==> src/rtl/cva6_cluster_dispatch.sv <==
// rtl/cva6_cluster_dispatch.sv - Fork CVA6 requests to all Ara clusters and join their responses
module cva6_cluster_dispatch #(
  parameter int NrClusters     = 4,
  parameter int ReqWidth       = 128,
  parameter int RespWidth      = 64,
  parameter int MaxOutstanding = 8,
  localparam int CntW          = $clog2(MaxOutstanding + 1)
) (
  input  logic                            clk_i,
  input  logic                            rst_i,
  input  logic                            req_valid_i,
  output logic                            req_ready_o,
  input  logic [ReqWidth-1:0]             req_data_i,
  output logic                            resp_valid_o,
  input  logic                            resp_ready_i,
  output logic [RespWidth-1:0]            resp_data_o,
  output logic                            resp_error_o,
  output logic [NrClusters-1:0]           clu_req_valid_o,
  input  logic [NrClusters-1:0]           clu_req_ready_i,
  output logic [ReqWidth-1:0]             clu_req_data_o,
  input  logic [NrClusters-1:0]           clu_resp_valid_i,
  output logic [NrClusters-1:0]           clu_resp_ready_o,
  input  logic [NrClusters*RespWidth-1:0] clu_resp_data_i,
  input  logic [NrClusters-1:0]           clu_resp_error_i,
  output logic [CntW-1:0]                 outstanding_o,
  output logic                            idle_o,
  output logic                            proto_err_o
);

  typedef enum logic {GATHER, PRESENT} state_e;

  localparam logic [CntW-1:0] MaxCnt = CntW'(MaxOutstanding);

  state_e                 state_q, state_d;
  logic [NrClusters-1:0]  acc_q;
  logic [NrClusters-1:0]  col_q;
  logic [NrClusters-1:0]  req_hs;
  logic [NrClusters-1:0]  gather_hs;
  logic                   err_q;
  logic [RespWidth-1:0]   data_q;
  logic [CntW-1:0]        cnt_q;
  logic                   proto_err_q;
  logic                   credit;
  logic                   req_done;
  logic                   resp_done;
  logic                   unused_resp_data;

  // Only cluster 0 supplies the returned payload; the other slices are ignored.
  assign unused_resp_data = ^clu_resp_data_i[NrClusters*RespWidth-1:RespWidth];

  // A new request may only be forked while there is room for its response.
  assign credit          = cnt_q < MaxCnt;
  assign clu_req_valid_o = {NrClusters{req_valid_i & credit}} & ~acc_q;
  assign req_hs          = clu_req_valid_o & clu_req_ready_i;
  assign req_ready_o     = req_valid_i & credit & (&(acc_q | req_hs));
  assign req_done        = req_ready_o;
  assign clu_req_data_o  = req_data_i;

  // Clusters still owed a response may hand it over while gathering.
  assign gather_hs = (state_q == GATHER) ? (clu_resp_valid_i & ~col_q) : '0;

  assign resp_data_o   = data_q;
  assign resp_error_o  = err_q;
  assign outstanding_o = cnt_q;
  assign proto_err_o   = proto_err_q;
  assign idle_o        = (cnt_q == '0) && (state_q == GATHER) && (col_q == '0) && (acc_q == '0);

  // Remember which clusters already took the current request so none sees it twice.
  always_ff @(posedge clk_i or posedge rst_i) begin
    if (rst_i) begin
      acc_q <= '0;
    end else if (req_done) begin
      acc_q <= '0;
    end else begin
      acc_q <= acc_q | req_hs;
    end
  end

  // Gather FSM state register.
  always_ff @(posedge clk_i or posedge rst_i) begin
    if (rst_i) begin
      state_q <= GATHER;
    end else begin
      state_q <= state_d;
    end
  end

  // Gather FSM: collect one response per cluster, then present the merged result.
  always_comb begin
    state_d          = state_q;
    clu_resp_ready_o = '0;
    resp_valid_o     = 1'b0;
    resp_done        = 1'b0;
    case (state_q)
      GATHER: begin
        clu_resp_ready_o = ~col_q;
        if (&(col_q | gather_hs)) begin
          state_d = PRESENT;
        end
      end
      PRESENT: begin
        resp_valid_o = 1'b1;
        if (resp_ready_i) begin
          resp_done = 1'b1;
          state_d   = GATHER;
        end
      end
      default: state_d = GATHER;
    endcase
  end

  // Collected-cluster mask, merged error and cluster 0 payload.
  always_ff @(posedge clk_i or posedge rst_i) begin
    if (rst_i) begin
      col_q  <= '0;
      err_q  <= 1'b0;
      data_q <= '0;
    end else if (resp_done) begin
      col_q <= '0;
      err_q <= 1'b0;
    end else begin
      col_q <= col_q | gather_hs;
      err_q <= err_q | (|(gather_hs & clu_resp_error_i));
      if (gather_hs[0]) begin
        data_q <= clu_resp_data_i[RespWidth-1:0];
      end
    end
  end

  // In-flight counter; a response with nothing in flight is flagged and never underflows.
  always_ff @(posedge clk_i or posedge rst_i) begin
    if (rst_i) begin
      cnt_q       <= '0;
      proto_err_q <= 1'b0;
    end else begin
      if (resp_done && (cnt_q == '0)) begin
        proto_err_q <= 1'b1;
      end
      if (req_done && !resp_done) begin
        cnt_q <= cnt_q + 1'b1;
      end else if (!req_done && resp_done && (cnt_q != '0)) begin
        cnt_q <= cnt_q - 1'b1;
      end
    end
  end

endmodule

==> config.mk <==
export PLATFORM = sky130hd
export DESIGN_NAME = cva6_cluster_dispatch
export DESIGN_NICKNAME = d
export VERILOG_FILES = /design/src/rtl/cva6_cluster_dispatch.sv
export SDC_FILE = /design/constraint.sdc
export NUM_CORES = 1
export LEC_CHECK = 0
export CORE_AREA = 5 5 235 237
export CTS_CLUSTER_SIZE = 24
export DETAILED_ROUTE_END_ITERATION = 10
export DIE_AREA = 0 0 240 242
export MAX_ROUTING_LAYER = met4
export PLACE_DENSITY = 0.44
export SYNTH_ARGS = -nofsm -noshare
export SYNTH_HDL_FRONTEND = slang
export SYNTH_SLANG_ARGS = --single-unit
export TNS_END_PERCENT = 30
==> constraint.sdc <==
create_clock -name clk_i -period 5.25 [get_ports clk_i]
set_clock_uncertainty 0.2 [all_clocks]
set_input_delay 1.3125 -clock clk_i [delete_from_list [all_inputs] [get_ports clk_i]]
set_output_delay 1.3125 -clock clk_i [all_outputs]
set_load 0.01 [all_outputs]
* Word-level counts from Yosys, hierarchy flattened
Cells that the tools add are included.
Word-level totals: output and inout bits 209, register bits 79, input port bits 400
Cells by class: bitwise logic cells 13, add/subtract/negate cells 2, muxes and demuxes 13, magnitude comparators 1, reductions and logical operators 18
Operator list (number):
- $mux 4 | 6
- $and 4x4->4 | 4
- $logic_not 4->1 | 3
- $not 4->4 | 2
- $or 4x4->4 | 2
- $reduce_and 4->1 | 2
- $logic_and 1x1->1 | 7
- $mux 1 | 6
- $add 4x1->4 const B | 1
- $lt 4x4->1 const B | 1
- $reduce_bool 4->1 | 1
- $reduce_or 4->1 | 1
- $sub 4x1->4 const B | 1
- $and 1x1->1 | 2
- $logic_not 1->1 | 2
- $not 1->1 | 2
- $pmux 1 s2 | 1
- $reduce_and 2->1 | 1
- $reduce_bool 2->1 | 1
- $or 1x1->1 | 1

* Longest topological paths before layout
Gate-level depths: netlist (run 1).
depth in word-level cells 12, gate-level depth with buffers 8

* Least setup slack after synthesis (run 1)
No wires, ideal clock.
path kind input to output, start input port clu_req_ready_i[2], end output port req_ready_o, data arrival time 1918 ps, buffers on the path 0, stages 2, path slack 1820 ps, path through o22ai_2 > nor4_4
Between the ends: cells in the longest elaborated chain, start to end 4
Ends and longest elaborated chain:
- start, declared | line 19 | input logic [NrClusters-1:0] clu_req_ready_i,
- $and 4x4->4 | line 54 | assign req_hs = clu_req_valid_o & clu_req_ready_i;
- $or 4x4->4 | line 55 | assign req_ready_o = req_valid_i & credit & (&(acc_q | req_hs));
- $reduce_and 4->1 | line 55
- $and 1x1->1 | line 55
- end, declared | line 12 | output logic req_ready_o,
No other way between the ends.

* Worst setup path in the final report (run 1)
Ends and elaborated chain as after synthesis.

==> metrics.md, run 1 <==
| Metric | Value |
|---|---|
| Clk sinks | 79 |
| # fillers | 6021 |
| Post-synth top area share | 47.7% |
| Clock Tree Buf Depth | 2 |
| Sequential fraction of the synthesis area | 47.7% |
| CP startpoint kind | primary input |
| GRT overflow | 0 |
| R2r startpoint | state_q |
| Slew Viols, Final | 0 |
| Logic pwr share | 45.4% |
| Fin nets | 791 |
| IO Pins | 609 |
| Post-synthesis cell type count | 34 |
| First-pass detailed-route iteration total | 4 |
| Share of cells above drive strength 1 | 22.4% |
| GP Congestion | 0.718 |
| 1st-iter DRT viols | 46 |
| Maxcap violations | 0 |
| Crit path launch | clu_req_ready_i[2] |
| Vias | 2635 |
| Fmax | 231 MHz |
| Leakage | 2.14 nW |
| Reg-to-Reg End | resp_data_o[18] |
| Initial antenna violation count | 2 |
| Post-synth ARST share | 100% |
| Hold_buf cts | 0 |
| First-pass GRT wire length | 23000 µm |
| Hold slack final | 0.269 ns |
| Die ar. | 0.0581 mm² |
| Power Density | 565 mW/mm² |
| Post-CTS Setup Inserts | 0 |
| Final Setup Violations | 0 |
| Starting Density | 7.82% |
| Die height | 242 µm |
| Yosys warnings | 0 |
| Max transition margin | 35.4% |
| CTS clk-pin slew, worst paths | 0.06 ns |
| Post-Syn Area | 0.00415 mm² |
| Most common cell in the netlist | buf_4 |
| Tcrit/Tclk final | 82.6% |
| Sw power | 0.00112 W |
| Cell row count | 85 |
| Hold/Removal Path Class | flop to flop |
| Largest net degree at the start of global routing | 68 |
| Routed WL per cell | 15.6 µm |
| CTS Buf Count | 9 |
| Final hold vios | 0 |
| Main area contributors after synthesis | dfrtp_1, buf_4, mux2_2, nor2_1, buf_2 |
| Worst Setup EP | req_ready_o |
| Post-route cell area | 0.00596 mm² |
| Total Routing Usage GR | 5.99% |
| Worst vdd ir | 0.323 mV |
| Most frequent cells after synthesis | buf_4, dfrtp_1, mux2_2, nor2_1, buf_2 |
| Switch share | 33.2% |
| Vias per cell | 2.42 |
| Outcome | finished, final reports clean |
| EDFF count, synth | 0 |
| Clk Latency, worst-skew pair | 0.36 ns |
| Part of the power in registers | 33.7% |
| Final WL | 17000 µm |
| Die width | 240 µm |
| Flops & latches, synth | 79 |
| Syn Inst Count | 352 |
| Pint | 0.00225 W |
| Synthesized net count | 755 |
| H-tree Lvls | 3 |
| CP max FO | 2 |
| Clock tree root driver cell | clkbuf_16 |
| Setup Total Neg Slack | 0 ns |
| R2R Setup Slk | 2.56 ns |
| Dominant cell type by area after synthesis | dfrtp_1 |
| I/O Buffers | 160 |
| CP Class | primary input to primary output |
| Worst setup EP type | primary output |
| R2r worst-path depth | 3 |
| Most used DFF post-synth | dfrtp_1 |
| # DRC | 0 |
| Placed cell area | 0.00564 mm² |
| Crit path DAT | 2.83 ns |
| Vias in the first global route | 3053 |
| P&R area growth vs syn | 43.7% |
| Routed Antenna Nets | 0 |
| WP data required | 3.74 ns |
| RSZ-0062 raised after global routing | no |
| Post-CTS resize count | 0 |
| Post-DP HPWL | 13900 µm |
| Period minus WS final | 4.34 ns |
| Mean post-synth cell area | 11.8 µm² |
| Clock Power Share | 20.9% |
| CTS tree | done |
| Worst-Margin Slew | 0.970 ns |
| Core area | 0.0531 mm² |
-- cell usage in the layout (no fill, tap or decap), types with 2 or more instances in the layout --
master,count
buf_4,3
clkdlybuf4s50_1,160
a21oi_1,5
mux2_2,64
dfrtp_1,79
inv_1,4
o22ai_1,3
nor3_1,2
ha_1,2
a22o_1,2
nand2_1,5
clkbuf_16,9
nand3_1,5
nor4_1,2
inv_6,2
nor2_1,19
o21ai_0,2
bufinv_16,2
-- logic make-up (layout without fill, tap and decap cells) --
group           Yosys count  in the layout  synth area share, %
xor+xnor                  2              2                0.422
simple gates             41             41                 5.16
compound gates           18             18                 2.93
buf+inv                 143            183                 24.8
flops                    79             79                 47.7
mux                      66             66                 18.0
fa+ha+maj                 3              3                 1.09
other cells               0              1                    0
-- through the flow --
| step | util, % | power, W | setup WS (ns) | instances |
|---|---|---|---|---|
| 5_1_grt | 11.2 | 0.00363 | 0.860 | 1089 |
| 3_5_place_dp | 10.6 | 0.00271 | 0.912 | 1073 |
| 6_report | 11.2 | 0.00337 | 0.912 | 1089 |
| 4_1_cts | 11.2 | 0.00347 | 0.902 | 1088 |
| 3_3_place_gp | 10.6 | 0.00270 | 0.923 | 1073 |
| 2_1_floorplan | - | 0.00190 | 1.71 | 352 |
-- registers in the layout, indices dropped and copies added, names as in the netlist --
name and cells:
acc_q 4, col_q 4, outstanding_o 4, proto_err_o 1, resp_data_o 64, resp_error_o 1, state_q 1
-- power groups by stage --
stage	Combinational, W	Clock [W]	Sequential, W
2_1_floorplan	0.000663	0	0.00124
3_5_place_dp	0.00157	0	0.00114
6_report	0.00153	0.000705	0.00113
4_1_cts	0.00157	0.000755	0.00114
5_1_grt	0.00167	0.000776	0.00119
3_3_place_gp	0.00157	0	0.00113
-- critical path, cell delays in order --
cell             delay (ns)
clkdlybuf4s50_1        0.51
o22ai_2                0.11
nor4_4                 0.31
clkdlybuf4s50_1        0.58
-- area by class of cell --
class	instances	area, µm²	share of cell area [%]
well taps	696	871	14.6
multi-input cells	130	1150	19.2
repair buffers	163	1620	27.3
diodes	1	2.50	0.0420
clock buffers	9	225	3.78
flip-flops and latches	79	1980	33.2
clock inverters	6	93.8	1.57
inverters	5	20.0	0.336
-- metal layers --
| metal | share of wire, % | vias up | track usage [%] | routed length [µm] |
|---|---|---|---|---|
| li1 | - | 1120 | - | - |
| met1 | 32 | 1190 | 5.17 | 5430 |
| met2 | 37 | 217 | 7.25 | 6310 |
| met3 | 24 | 108 | 6.73 | 4120 |
| met4 | 6.9 | 0 | 4.36 | 1180 |
| met5 | 0 | - | - | 0 |
-- how the worst min path moves through the flow --
stage / from / to / slack, ns / cells past startpoint
after floorplan: proto_err_o / proto_err_o / 0.29 / 1
after global placement: proto_err_o / proto_err_o / 0.26 / 1
after detailed placement: proto_err_o / proto_err_o / 0.26 / 1
after CTS: proto_err_o / proto_err_o / 0.27 / 1
after global routing: resp_data_o[21] / resp_data_o[21] / 0.32 / 1
final: proto_err_o / proto_err_o / 0.27 / 1
Power figures use the tool's default switching activity.
==> run 2, diff against run 1 <==
--- a/config.mk
+++ b/config.mk
@@ -5,12 +5,12 @@
 export SDC_FILE = /design/constraint.sdc
 export NUM_CORES = 1
 export LEC_CHECK = 0
-export CORE_AREA = 5 5 235 237
+export CORE_AREA = 5 5 237 239
 export CTS_CLUSTER_SIZE = 24
 export DETAILED_ROUTE_END_ITERATION = 10
-export DIE_AREA = 0 0 240 242
+export DIE_AREA = 0 0 242 244
 export MAX_ROUTING_LAYER = met4
-export PLACE_DENSITY = 0.44
+export PLACE_DENSITY = 0.43
 export SYNTH_ARGS = -nofsm -noshare
 export SYNTH_HDL_FRONTEND = slang
 export SYNTH_SLANG_ARGS = --single-unit
==> constraint.sdc (replaced) <==
create_clock -name clk_i -period 4.3 [get_ports clk_i]
set_clock_uncertainty 0.2 [all_clocks]
set_input_delay 1.075 -clock clk_i [delete_from_list [all_inputs] [get_ports clk_i]]
set_output_delay 1.075 -clock clk_i [all_outputs]
set_load 0.01 [all_outputs]
==> metrics.md, run 2 (synthesis gave the netlist of run 1 again) <==
| Metric | Value |
|---|---|
| # fillers | 6172 (+2.5%) |
| Clk Latency, worst-skew pair | 0.37 ns (about the same) |
| Fmax | 258 MHz |
| Leakage | 2.14 nW (about the same) |
| Post-CTS Setup Inserts | 0 (unchanged) |
| Initial antenna violation count | 1 (-1) |
| Clk sinks | 79 (unchanged) |
| Routed Antenna Nets | 0 (unchanged) |
| Largest register FFs | 64 (unchanged) |
| Final hold vios | 0 (unchanged) |
| CP Class | primary input to primary output |
| Crit-path most repeated cell | clkdlybuf4s50_1 |
| Clock Power Share | 19.0% (-1.9 points) |
| Commonest non-fill, non-tap cell in the layout | clkdlybuf4s50_1 |
| Final WL | 16300 µm (-4.2%) |
| Most frequent cells in the layout | clkdlybuf4s50_1, dfrtp_1, mux2_2 |
| Largest net degree at the start of global routing | 45 (-34%) |
| RSZ-0062 raised after global routing | no |
| Bufs and invs on worst path | 2 (unchanged) |
| Final Setup Violations | 0 (unchanged) |
| Hold/Removal Path Class | flop to flop |
| Critical path depth | 4 (unchanged) |
| Die ar. | 0.0590 mm² (+1.7%) |
| Total Routing Usage GR | 5.68% (-0.31 points) |
| Pint | 0.00265 W (+18%) |
| Logic pwr share | 46.6% (+1.2 points) |
| Clock tree root driver cell | clkbuf_16 |
| Power Density | 678 mW/mm² (+20%) |
| Slowest-stage cell, CP | clkdlybuf4s50_1 |
| Die height | 244 µm (+0.83%) |
| Fin nets | 793 (+0.25%) |
| First-pass detailed-route iteration total | 4 (unchanged) |
| Tcrit/Tclk final | 90.2% |
| CTS tree | done |
| Top delay family on crit path | buffers and inverters |
| Hold path depth | 1 (unchanged) |
| Vias per cell | 2.40 (-0.98%) |
| IO Pins | 609 (unchanged) |
| CP peak stage delay | 0.59 ns (about the same) |
| Core area | 0.0536 mm² (+1.0%) |
| Switch share | 34.4% (+1.1 points) |
| CTS Buf Count | 9 (unchanged) |
| GRT overflow | 0 (unchanged) |
| WP data required | 3.02 ns (-0.72 ns) |
| CP max FO | 2 (unchanged) |
| R2R Setup Slk | 1.60 ns (-0.96 ns) |
| Worst vdd ir | 0.343 mV (+6.0%) |
| Outcome | finished, final reports clean |
| Power Total | 0.00404 W (+20%) |
| Vias in the first global route | 3023 (-0.98%) |
| Starting Density | 7.74% (-0.078 points) |
| Worst setup EP type | primary output |
| GP Congestion | 0.684 (-4.7%) |
| First-pass GRT wire length | 22800 µm (-1.1%) |
| Part of the power in registers | 34.4% (+0.7 points) |
| Routed WL per cell | 15.0 µm (-4.4%) |
| # DRC | 0 (unchanged) |
| Post-DP HPWL | 13100 µm (-5.3%) |
| Share of cells above drive strength 1 | 22.8% (+0.34 points) |
| Period minus WS final | 3.88 ns |
| Crit path DAT | 2.60 ns (-0.23 ns) |
| Sw power | 0.00139 W (+24%) |
| Antenna Cells | 0 (-1) |
| H-tree Lvls | 3 (unchanged) |
| Slew Viols, Final | 0 (unchanged) |
| Vias | 2614 (-0.80%) |
| CP startpoint kind | primary input |
| Hold_buf cts | 0 (unchanged) |
| Worst path cell trace | clkdlybuf4s50_1 -> o22ai_2 -> nor4_4 -> clkdlybuf4s50_1 |
| CTS clk-pin slew, worst paths | 0.06 ns (about the same) |
| P&R area growth vs syn | 43.7% (unchanged) |
| Maxcap violations | 0 (unchanged) |
| R2r worst-path depth | 9 (+6) |
| 1st-iter DRT viols | 113 (+150%) |
| Max transition margin | 52.5% (+17 points) |
| Cell row count | 85 (unchanged) |
| Clock Tree Buf Depth | 2 (unchanged) |
| Setup Total Neg Slack | 0 ns (unchanged) |
| Post-CTS resize count | 0 (unchanged) |
| Worst-Margin Slew | 0.712 ns (-0.257 ns) |
| Die width | 242 µm (+0.83%) |
| I/O Buffers | 160 (unchanged) |
run 2: power by group through the flow:
| stage | clock network (W) | registers [W] | logic [W] |
|---|---|---|---|
| 4_1_cts | 0.000827 | 0.00140 | 0.00193 |
| 5_1_grt | 0.000846 | 0.00145 | 0.00204 |
| 2_1_floorplan | 0 | 0.00151 | 0.000809 |
| 3_5_place_dp | 0 | 0.00140 | 0.00192 |
| 3_3_place_gp | 0 | 0.00138 | 0.00193 |
| 6_report | 0.000767 | 0.00139 | 0.00188 |
run 2: cell type report:
class,instances,area [µm²],share of cell area (%)
Sequential cell,79,1980,33.2
Inverter,5,20.0,0.336
Tap cell,696,871,14.6
Multi-Input combinational cell,130,1150,19.2
Clock inverter,6,52.6,0.882
Clock buffer,10,229,3.84
Timing Repair Buffer,165,1660,27.9
run 2: metrics by stage:
step	utilization (%)	instances	cell area [µm²]	setup slack, ns	hold slack [ns]
global route	11.1	1091	5960	0.391	0.309
detailed placement	10.6	1075	5680	0.429	0.256
floorplan	-	352	4150	1.00	0.293
global placement	10.6	1075	5680	0.435	0.249
finish	11.1	1091	5960	0.421	0.270
CTS	11.1	1091	5960	0.418	0.278
run 2: path summary, 6_finish.rpt:
kind | from | to
setup / recovery | clu_req_ready_i[3] | req_ready_o
hold / removal | proto_err_o | proto_err_o
setup reg to reg | acc_q[3] | outstanding_o[3]
hold reg to reg | proto_err_o | proto_err_o
max in group asynchronous | rst_i | resp_data_o[53]
min in group asynchronous | rst_i | resp_data_o[14]
run 2: routing by layer:
metal / vias up / share of wire, % / track usage [%]
li1: 1122 / - / -
met1: 1177 / 35 / 5.24
met2: 238 / 40 / 7.43
met3: 77 / 21 / 5.77
met4: 0 / 4.5 / 3.12
met5: - / 0 / -
